File: src/rtl/camera_ctrl_pkg.sv
// Shared types and readout-phase constants for the multi-row camera controller.
package camera_ctrl_pkg;

    typedef enum logic [1:0] {
        ST_IDLE    = 2'd0,
        ST_ERASE   = 2'd1,
        ST_EXPOSE  = 2'd2,
        ST_READOUT = 2'd3
    } state_t;

    localparam logic [1:0] PH_P0 = 2'd0;
    localparam logic [1:0] PH_P1 = 2'd1;
    localparam logic [1:0] PH_P2 = 2'd2;
    localparam logic [1:0] PH_P3 = 2'd3;

    localparam int READOUT_PHASES = 4;

endpackage

File: src/rtl/camera_ctrl_multirow_if.sv
// User-control and pixel-array bundle of the camera controller.
// frame_count exists only when CAM_CTRL_FRAME_CNT_EN is defined.
interface camera_ctrl_multirow_if #(
    parameter int NUM_ROWS = 2,
    parameter int EXP_W    = 5
);
    logic                init;
    logic                exp_increase;
    logic                exp_decrease;
    logic                continuous;
    logic [NUM_ROWS-1:0] nre;
    logic                adc;
    logic                expose;
    logic                erase;
    logic                busy;
    logic [EXP_W-1:0]    exp_time;
`ifdef CAM_CTRL_FRAME_CNT_EN
    logic [15:0]         frame_count;

    modport master (
        output init, exp_increase, exp_decrease, continuous,
        input  nre, adc, expose, erase, busy, exp_time, frame_count
    );
    modport slave (
        input  init, exp_increase, exp_decrease, continuous,
        output nre, adc, expose, erase, busy, exp_time, frame_count
    );
`else
    modport master (
        output init, exp_increase, exp_decrease, continuous,
        input  nre, adc, expose, erase, busy, exp_time
    );
    modport slave (
        input  init, exp_increase, exp_decrease, continuous,
        output nre, adc, expose, erase, busy, exp_time
    );
`endif
endinterface

File: src/rtl/camera_exp_adjust.sv
// Exposure-time register: rising-edge step up/down, saturating at EXP_MIN..EXP_MAX,
// applied only while en_i is high.
module camera_exp_adjust #(
    parameter int EXP_W    = 5,
    parameter int EXP_MIN  = 2,
    parameter int EXP_MAX  = 30,
    parameter int EXP_INIT = 10
) (
    input  logic             clk,
    input  logic             rst,
    input  logic             en_i,
    input  logic             inc_i,
    input  logic             dec_i,
    output logic [EXP_W-1:0] exp_time_o
);
    localparam logic [EXP_W-1:0] MIN_V  = EXP_W'(EXP_MIN);
    localparam logic [EXP_W-1:0] MAX_V  = EXP_W'(EXP_MAX);
    localparam logic [EXP_W-1:0] INIT_V = EXP_W'(EXP_INIT);

    logic             inc_prev_q, dec_prev_q;
    logic [EXP_W-1:0] exp_q, exp_d;
    logic             inc_rise, dec_rise;

    assign inc_rise = inc_i & ~inc_prev_q;
    assign dec_rise = dec_i & ~dec_prev_q;

    // Edges outside the enable window are consumed by the history registers, never queued.
    always_comb begin
        exp_d = exp_q;
        if (en_i && inc_rise && !dec_rise && (exp_q < MAX_V))
            exp_d = exp_q + 1'b1;
        else if (en_i && dec_rise && !inc_rise && (exp_q > MIN_V))
            exp_d = exp_q - 1'b1;
    end

    always_ff @(posedge clk or posedge rst) begin
        if (rst) begin
            inc_prev_q <= 1'b0;
            dec_prev_q <= 1'b0;
            exp_q      <= INIT_V;
        end else begin
            inc_prev_q <= inc_i;
            dec_prev_q <= dec_i;
            exp_q      <= exp_d;
        end
    end

    assign exp_time_o = exp_q;
endmodule

File: src/rtl/camera_ctrl_multirow.sv
// Camera sequencer: erase, timed exposure, then 4-phase readout of NUM_ROWS rows.
// Optional frame counter enabled by defining CAM_CTRL_FRAME_CNT_EN.
//
//   state      | meaning
//   ST_IDLE    | waiting for init; exposure adjust enabled
//   ST_ERASE   | erase high for ERASE_CYCLES
//   ST_EXPOSE  | expose high for exp_time*TICK_CYCLES
//   ST_READOUT | rows 0..NUM_ROWS-1, phases P0..P3 each
module camera_ctrl_multirow
    import camera_ctrl_pkg::*;
#(
    parameter int NUM_ROWS     = 2,
    parameter int EXP_W        = 5,
    parameter int EXP_MIN      = 2,
    parameter int EXP_MAX      = 30,
    parameter int EXP_INIT     = 10,
    parameter int TICK_CYCLES  = 4,
    parameter int ERASE_CYCLES = 2
) (
    input  logic                   clk,
    input  logic                   rst,
    camera_ctrl_multirow_if.slave  bus
);
    localparam int CNT_W = $clog2(EXP_MAX * TICK_CYCLES + ERASE_CYCLES + 1);
    localparam int ROW_W = (NUM_ROWS > 1) ? $clog2(NUM_ROWS) : 1;
    localparam logic [ROW_W-1:0] LAST_ROW   = ROW_W'(NUM_ROWS - 1);
    localparam logic [CNT_W-1:0] ERASE_LOAD = CNT_W'(ERASE_CYCLES - 1);

    state_t              state_q;
    logic [CNT_W-1:0]    cnt_q;
    logic [ROW_W-1:0]    row_q;
    logic [1:0]          phase_q;
    logic [NUM_ROWS-1:0] nre_q;
    logic                adc_q, expose_q, erase_q, busy_q;
    logic [EXP_W-1:0]    exp_time;
    logic [CNT_W-1:0]    exp_load;
`ifdef CAM_CTRL_FRAME_CNT_EN
    logic [15:0]         frame_cnt_q;
`endif

    function automatic logic [NUM_ROWS-1:0] row_nre(input logic [ROW_W-1:0] r);
        return ~(NUM_ROWS'(1) << r);
    endfunction

    camera_exp_adjust #(
        .EXP_W   (EXP_W),
        .EXP_MIN (EXP_MIN),
        .EXP_MAX (EXP_MAX),
        .EXP_INIT(EXP_INIT)
    ) u_exp_adjust (
        .clk       (clk),
        .rst       (rst),
        .en_i      (state_q == ST_IDLE),
        .inc_i     (bus.exp_increase),
        .dec_i     (bus.exp_decrease),
        .exp_time_o(exp_time)
    );

    // Loading the down-counter on entry to EXPOSE is what latches the exposure time.
    assign exp_load = CNT_W'(32'(exp_time) * TICK_CYCLES - 1);

    always_ff @(posedge clk or posedge rst) begin
        if (rst) begin
            state_q  <= ST_IDLE;
            cnt_q    <= '0;
            row_q    <= '0;
            phase_q  <= PH_P0;
            nre_q    <= '1;
            adc_q    <= 1'b0;
            expose_q <= 1'b0;
            erase_q  <= 1'b0;
            busy_q   <= 1'b0;
`ifdef CAM_CTRL_FRAME_CNT_EN
            frame_cnt_q <= 16'd0;
`endif
        end else begin
            case (state_q)
                ST_IDLE: begin
                    if (bus.init) begin
                        state_q <= ST_ERASE;
                        erase_q <= 1'b1;
                        busy_q  <= 1'b1;
                        cnt_q   <= ERASE_LOAD;
                    end
                end
                ST_ERASE: begin
                    if (cnt_q == '0) begin
                        state_q  <= ST_EXPOSE;
                        erase_q  <= 1'b0;
                        expose_q <= 1'b1;
                        cnt_q    <= exp_load;
                    end else begin
                        cnt_q <= cnt_q - 1'b1;
                    end
                end
                ST_EXPOSE: begin
                    if (cnt_q == '0) begin
                        state_q  <= ST_READOUT;
                        expose_q <= 1'b0;
                        row_q    <= '0;
                        phase_q  <= PH_P0;
                        nre_q    <= row_nre('0);
                    end else begin
                        cnt_q <= cnt_q - 1'b1;
                    end
                end
                ST_READOUT: begin
                    case (phase_q)
                        PH_P0: begin
                            phase_q <= PH_P1;
                            adc_q   <= 1'b1;
                        end
                        PH_P1: begin
                            phase_q <= PH_P2;
                            adc_q   <= 1'b0;
                        end
                        PH_P2: begin
                            phase_q <= PH_P3;
                            nre_q   <= '1;
                        end
                        default: begin
                            if (row_q != LAST_ROW) begin
                                row_q   <= row_q + 1'b1;
                                phase_q <= PH_P0;
                                nre_q   <= row_nre(row_q + 1'b1);
                            end else begin
`ifdef CAM_CTRL_FRAME_CNT_EN
                                frame_cnt_q <= frame_cnt_q + 16'd1;
`endif
                                // continuous is only looked at here, at the very end of the frame
                                if (bus.continuous) begin
                                    state_q <= ST_ERASE;
                                    erase_q <= 1'b1;
                                    cnt_q   <= ERASE_LOAD;
                                end else begin
                                    state_q <= ST_IDLE;
                                    busy_q  <= 1'b0;
                                end
                            end
                        end
                    endcase
                end
                default: state_q <= ST_IDLE;
            endcase
        end
    end

    assign bus.nre      = nre_q;
    assign bus.adc      = adc_q;
    assign bus.expose   = expose_q;
    assign bus.erase    = erase_q;
    assign bus.busy     = busy_q;
    assign bus.exp_time = exp_time;
`ifdef CAM_CTRL_FRAME_CNT_EN
    assign bus.frame_count = frame_cnt_q;
`endif
endmodule
File: src/flat_wrapper.sv
// flat-port wrapper written by rule: the top's interface ports become plain ports
module camera_ctrl_multirow_flat import camera_ctrl_pkg::*;
#(
    parameter int NUM_ROWS     = 2,
    parameter int EXP_W        = 5,
    parameter int EXP_MIN      = 2,
    parameter int EXP_MAX      = 30,
    parameter int EXP_INIT     = 10,
    parameter int TICK_CYCLES  = 4,
    parameter int ERASE_CYCLES = 2
)
  (clk, rst, bus_init, bus_exp_increase, bus_exp_decrease, bus_continuous, bus_nre, bus_adc, bus_expose, bus_erase, bus_busy, bus_exp_time);
  camera_ctrl_multirow_if #(.NUM_ROWS(NUM_ROWS), .EXP_W(EXP_W)) bus_i ();
  input  logic clk;
  input  logic rst;
  input wire logic [$bits(bus_i.init)-1:0] bus_init;
  input wire logic [$bits(bus_i.exp_increase)-1:0] bus_exp_increase;
  input wire logic [$bits(bus_i.exp_decrease)-1:0] bus_exp_decrease;
  input wire logic [$bits(bus_i.continuous)-1:0] bus_continuous;
  output wire logic [$bits(bus_i.nre)-1:0] bus_nre;
  output wire logic [$bits(bus_i.adc)-1:0] bus_adc;
  output wire logic [$bits(bus_i.expose)-1:0] bus_expose;
  output wire logic [$bits(bus_i.erase)-1:0] bus_erase;
  output wire logic [$bits(bus_i.busy)-1:0] bus_busy;
  output wire logic [$bits(bus_i.exp_time)-1:0] bus_exp_time;
  assign bus_i.init = bus_init;
  assign bus_i.exp_increase = bus_exp_increase;
  assign bus_i.exp_decrease = bus_exp_decrease;
  assign bus_i.continuous = bus_continuous;
  assign bus_nre = bus_i.nre;
  assign bus_adc = bus_i.adc;
  assign bus_expose = bus_i.expose;
  assign bus_erase = bus_i.erase;
  assign bus_busy = bus_i.busy;
  assign bus_exp_time = bus_i.exp_time;
  camera_ctrl_multirow #(.NUM_ROWS(NUM_ROWS), .EXP_W(EXP_W), .EXP_MIN(EXP_MIN), .EXP_MAX(EXP_MAX), .EXP_INIT(EXP_INIT), .TICK_CYCLES(TICK_CYCLES), .ERASE_CYCLES(ERASE_CYCLES)) u_core (.clk(clk), .rst(rst), .bus(bus_i));
endmodule
File: config.mk
export PLATFORM = sky130hd
export DESIGN_NAME = camera_ctrl_multirow_flat
export DESIGN_NICKNAME = d
export VERILOG_FILES = /design/src/rtl/camera_ctrl_pkg.sv /design/src/rtl/camera_ctrl_multirow_if.sv /design/src/rtl/camera_exp_adjust.sv /design/src/rtl/camera_ctrl_multirow.sv /design/src/flat_wrapper.sv
export SDC_FILE = /design/constraint.sdc
export NUM_CORES = 1
export LEC_CHECK = 0
export ABC_AREA = 0
export CAP_MARGIN = 0
export CORE_ASPECT_RATIO = 1.4
export CORE_MARGIN = 8
export CORE_UTILIZATION = 50
export DETAILED_ROUTE_END_ITERATION = 10
export PLACE_DENSITY = 0.68
export SLEW_MARGIN = 20
export SYNTH_ARGS = -nofsm -noshare
export SYNTH_HDL_FRONTEND = slang
export SYNTH_SLANG_ARGS = --single-unit
File: constraint.sdc
create_clock -name clk -period 4 [get_ports clk]
set_clock_uncertainty 0.15 [all_clocks]
set_input_delay 1.2 -clock clk [delete_from_list [all_inputs] [get_ports clk]]
set_output_delay 1.2 -clock clk [all_outputs]
set_load 0.02 [all_outputs]
==> flow_summary.yaml <==
grt:
  grt_usage_pct: 16.8
  antenna_found_initial: 0
  grt_pass1_vias: 1691
  grt_max_degree: 26
  grt_pass1_wl_mm: 7.70
  overflow: 0
logic_synthesis:
  synth_top_area_share_pct: 28.8
  synthesis.area_um2: 1830
  syn_nets: 221
  async_flop_share_pct: 100
  synth.largest_area_cell: "dfrtp_1"
  yosysWarnings: 0
  synthTopCellsByArea: "dfrtp_1 (29%), ha_1 (10%), dfstp_2 (5.8%)"
  synth_top_flop_cell: "dfrtp_1"
  synth.distinct_cells: 56
  ys_ff_latch: 25
  ys_seq_area_share_pct: 34.5
  synth_edf_count: 0
  syn_inst: 199
  syn_avg_cell_area_um2: 9.17
floorplanning:
  rows: 26
  dieArea_um2: 5870
  die_w_um: 67.1
  die_y_um: 87.5
  design.core.area_um2: 3580
  initial_utilization_pct: 51.0
  pin_count: 17
setup_path:
  slowest_stage: "clkdlybuf4s50_1"
  end_kind: "flop"
  crit_arrival_ns: 3.28
  cp-start-kind: "primary input"
  worstSetupPathType: "primary input to flop"
  critPathBufInv: 1
  slowest_delay_ns: 0.48
  worstPathMaxFanout: 6
  worstPathCellList: "clkdlybuf4s50_1 -> and3b_1 -> nand3_1 -> ha_1 -> nor2b_1 -> o21a_1 -> or4_1 -> o2111ai_1"
  required_ns: 4.04
  startpoint: "bus_exp_increase"
  r2r-start: "u_core.state_q[0]"
  path_delay_family: "simple AND/OR/NAND/NOR gates"
sta:
  tns_ns: 0
  fmax_mhz: 309
  hold_viol_final: 0
  fin_crit_sh_pct: 81.0
  slew_headroom_pct: 36.8
  max_slew.worst_pin.slew_ns: 0.948
  fin_crit_ns: 3.24
  report.final.slew_viol_count: 0
  rsz0062_at_grt: "no"
  setup_viol: 0
power:
  ir_drop_mv: 0.475
  p_leak_uw: 0.000847
  powerDensity_nw_per_um2: 825
  power_frac_comb_pct: 63.6
  seqPwrFrac_pct: 27.5
  swShare_pct: 48.6
  p_clk_share_pct: 8.9
  internal-power_uw: 878
  switching_power_uw: 830
clocking:
  clockBufferDepth: 2
  path_clk_slew_ns: 0.09
  insertion_delay_ns: 0.27
  htreeDepth: 1
  hold_buffers: 0
  cts_buffers: 3
  post_cts_resize_count: 0
  cts_tree: "built"
  post_cts_buffers: 0
  cts.sinks: 25
  clockRootBuffer: "clkbuf_8"
layout:
  antenna_cells: 0
  num-nets-final: 238
  final_cells: 257
  syn_to_final_growth_pct: 13.4
  drive_gt1_share_pct: 9.30
  mostFrequentLayoutCells: "dfrtp_1 (21), inv_1 (19), a21oi_1 (18), clkdlybuf4s50_1 (16), ha_1 (15)"
  final_common_cell: "dfrtp_1"
status:
  status: "completed"
route:
  wl_per_cell_um: 17.7
  drc: 0
  via_per_inst: 6.36
  postRouteAntennaNets: 0
  drt_iter0_drc: 91
  vias: 1634
  drt-pass1-iter-count: 4
  postRouteWirelength_mm: 4.54
placed_design:
  dp_cells: 253
  hpwl_mm: 3.49
  routabilityCongestion: 0.864
  port_buffers: 16
job:
  max-cap-violations: 0
worst_hold_path:
  min-delay-path-class: "flop to flop"
  worstHoldStart: "u_core.bus.nre[0]"
-- logic make-up (layout without fill, tap and decap cells) --
kind of cell / count (synthesis) / count (layout) / synth area share [%]
AOI/OAI and AO/OA: 62 / 62 / 22.1
and+or+nand+nor: 61 / 61 / 20.7
DFF: 25 / 25 / 34.5
buffers and inverters: 23 / 39 / 4.73
adders and majority gates: 16 / 16 / 11.4
muxes: 8 / 8 / 4.59
xor gates and xnor gates: 4 / 4 / 1.92
-- state kept, by name, summed over array words and instances (netlist names), 2 cells and up --
register                        flops
u_core.bus.nre                      2
u_core.cnt_q                        7
u_core.phase_q                      2
u_core.state_q                      2
u_core.u_exp_adjust.exp_time_o      5
-- worst reg2reg max path, delay by kind of cell (launching register included) --
family	cells	cell delay, ns
AOI/OAI and AO/OA	2	0.29
buffers and inverters	1	0.11
adders and majority gates	2	0.65
and+or+nand+nor	4	0.99
DFF	1	0.44
-- synth_stat cells (4+ instances only) --
cell and n:
a21oi_1 18, dfrtp_1 21, dfstp_2 4, ha_1 15, inv_1 19, mux2i_1 5
nand2_1 14, nand3_1 8, nor2_1 6, o211ai_1 5, o21ai_0 10, o31ai_1 4
-- through the flow --
step	setup WS, ns	hold slack (ns)	power [uW]	cell area, um^2	util (%)
after CTS	0.757	0.341	1710	2070	57.8
after global routing	0.608	0.364	1850	2070	57.8
after detailed placement	0.466	0.326	1550	2020	56.5
final	0.762	0.333	1710	2070	57.8
after floorplan	1.11	0.329	1220	1830	-
after global placement	0.552	0.309	1490	2020	56.5
-- final cells by class --
class | instances | area, um^2
inverter | 19 | 71.3
tap | 42 | 52.6
fill | 354 | 1510
clock buffer | 3 | 41.3
clock inverter | 1 | 5.00
multi-input combinational | 151 | 1110
timing repair buffer | 16 | 160
sequential | 25 | 631
-- path summary, 6_finish.rpt --
path | endpoint | slack, ns | cells after the start
max | u_core.u_exp_adjust.exp_time_o[4] | 0.76 | 8
min | u_core.bus.nre[0] | 0.33 | 2
max reg2reg | u_core.u_exp_adjust.exp_time_o[4] | 1.28 | 9
min reg2reg | u_core.bus.nre[0] | 0.33 | 2
max in group asynchronous | u_core.bus.expose | 1.83 | 2
min in group asynchronous | u_core.state_q[0] | 1.29 | 2
-- metal layers --
| metal | wire length, um | vias to the layer above | GRT usage [%] |
|---|---|---|---|
| li1 | - | 768 | - |
| met1 | 1700 | 789 | 17.0 |
| met2 | 2400 | 54 | 30.2 |
| met3 | 222 | 23 | 3.48 |
| met4 | 217 | 0 | 9.73 |
| met5 | 0 | - | 0 |
-- power by group through the flow --
stage / combinational (uW) / clock, uW / sequential [uW]
floorplan: 720 / 0 / 500
global route: 1200 / 170 / 483
CTS: 1080 / 155 / 468
finish: 1090 / 152 / 470
global placement: 1030 / 0 / 464
detailed placement: 1070 / 0 / 473
Note: power is estimated with default switching activity, not from simulation.
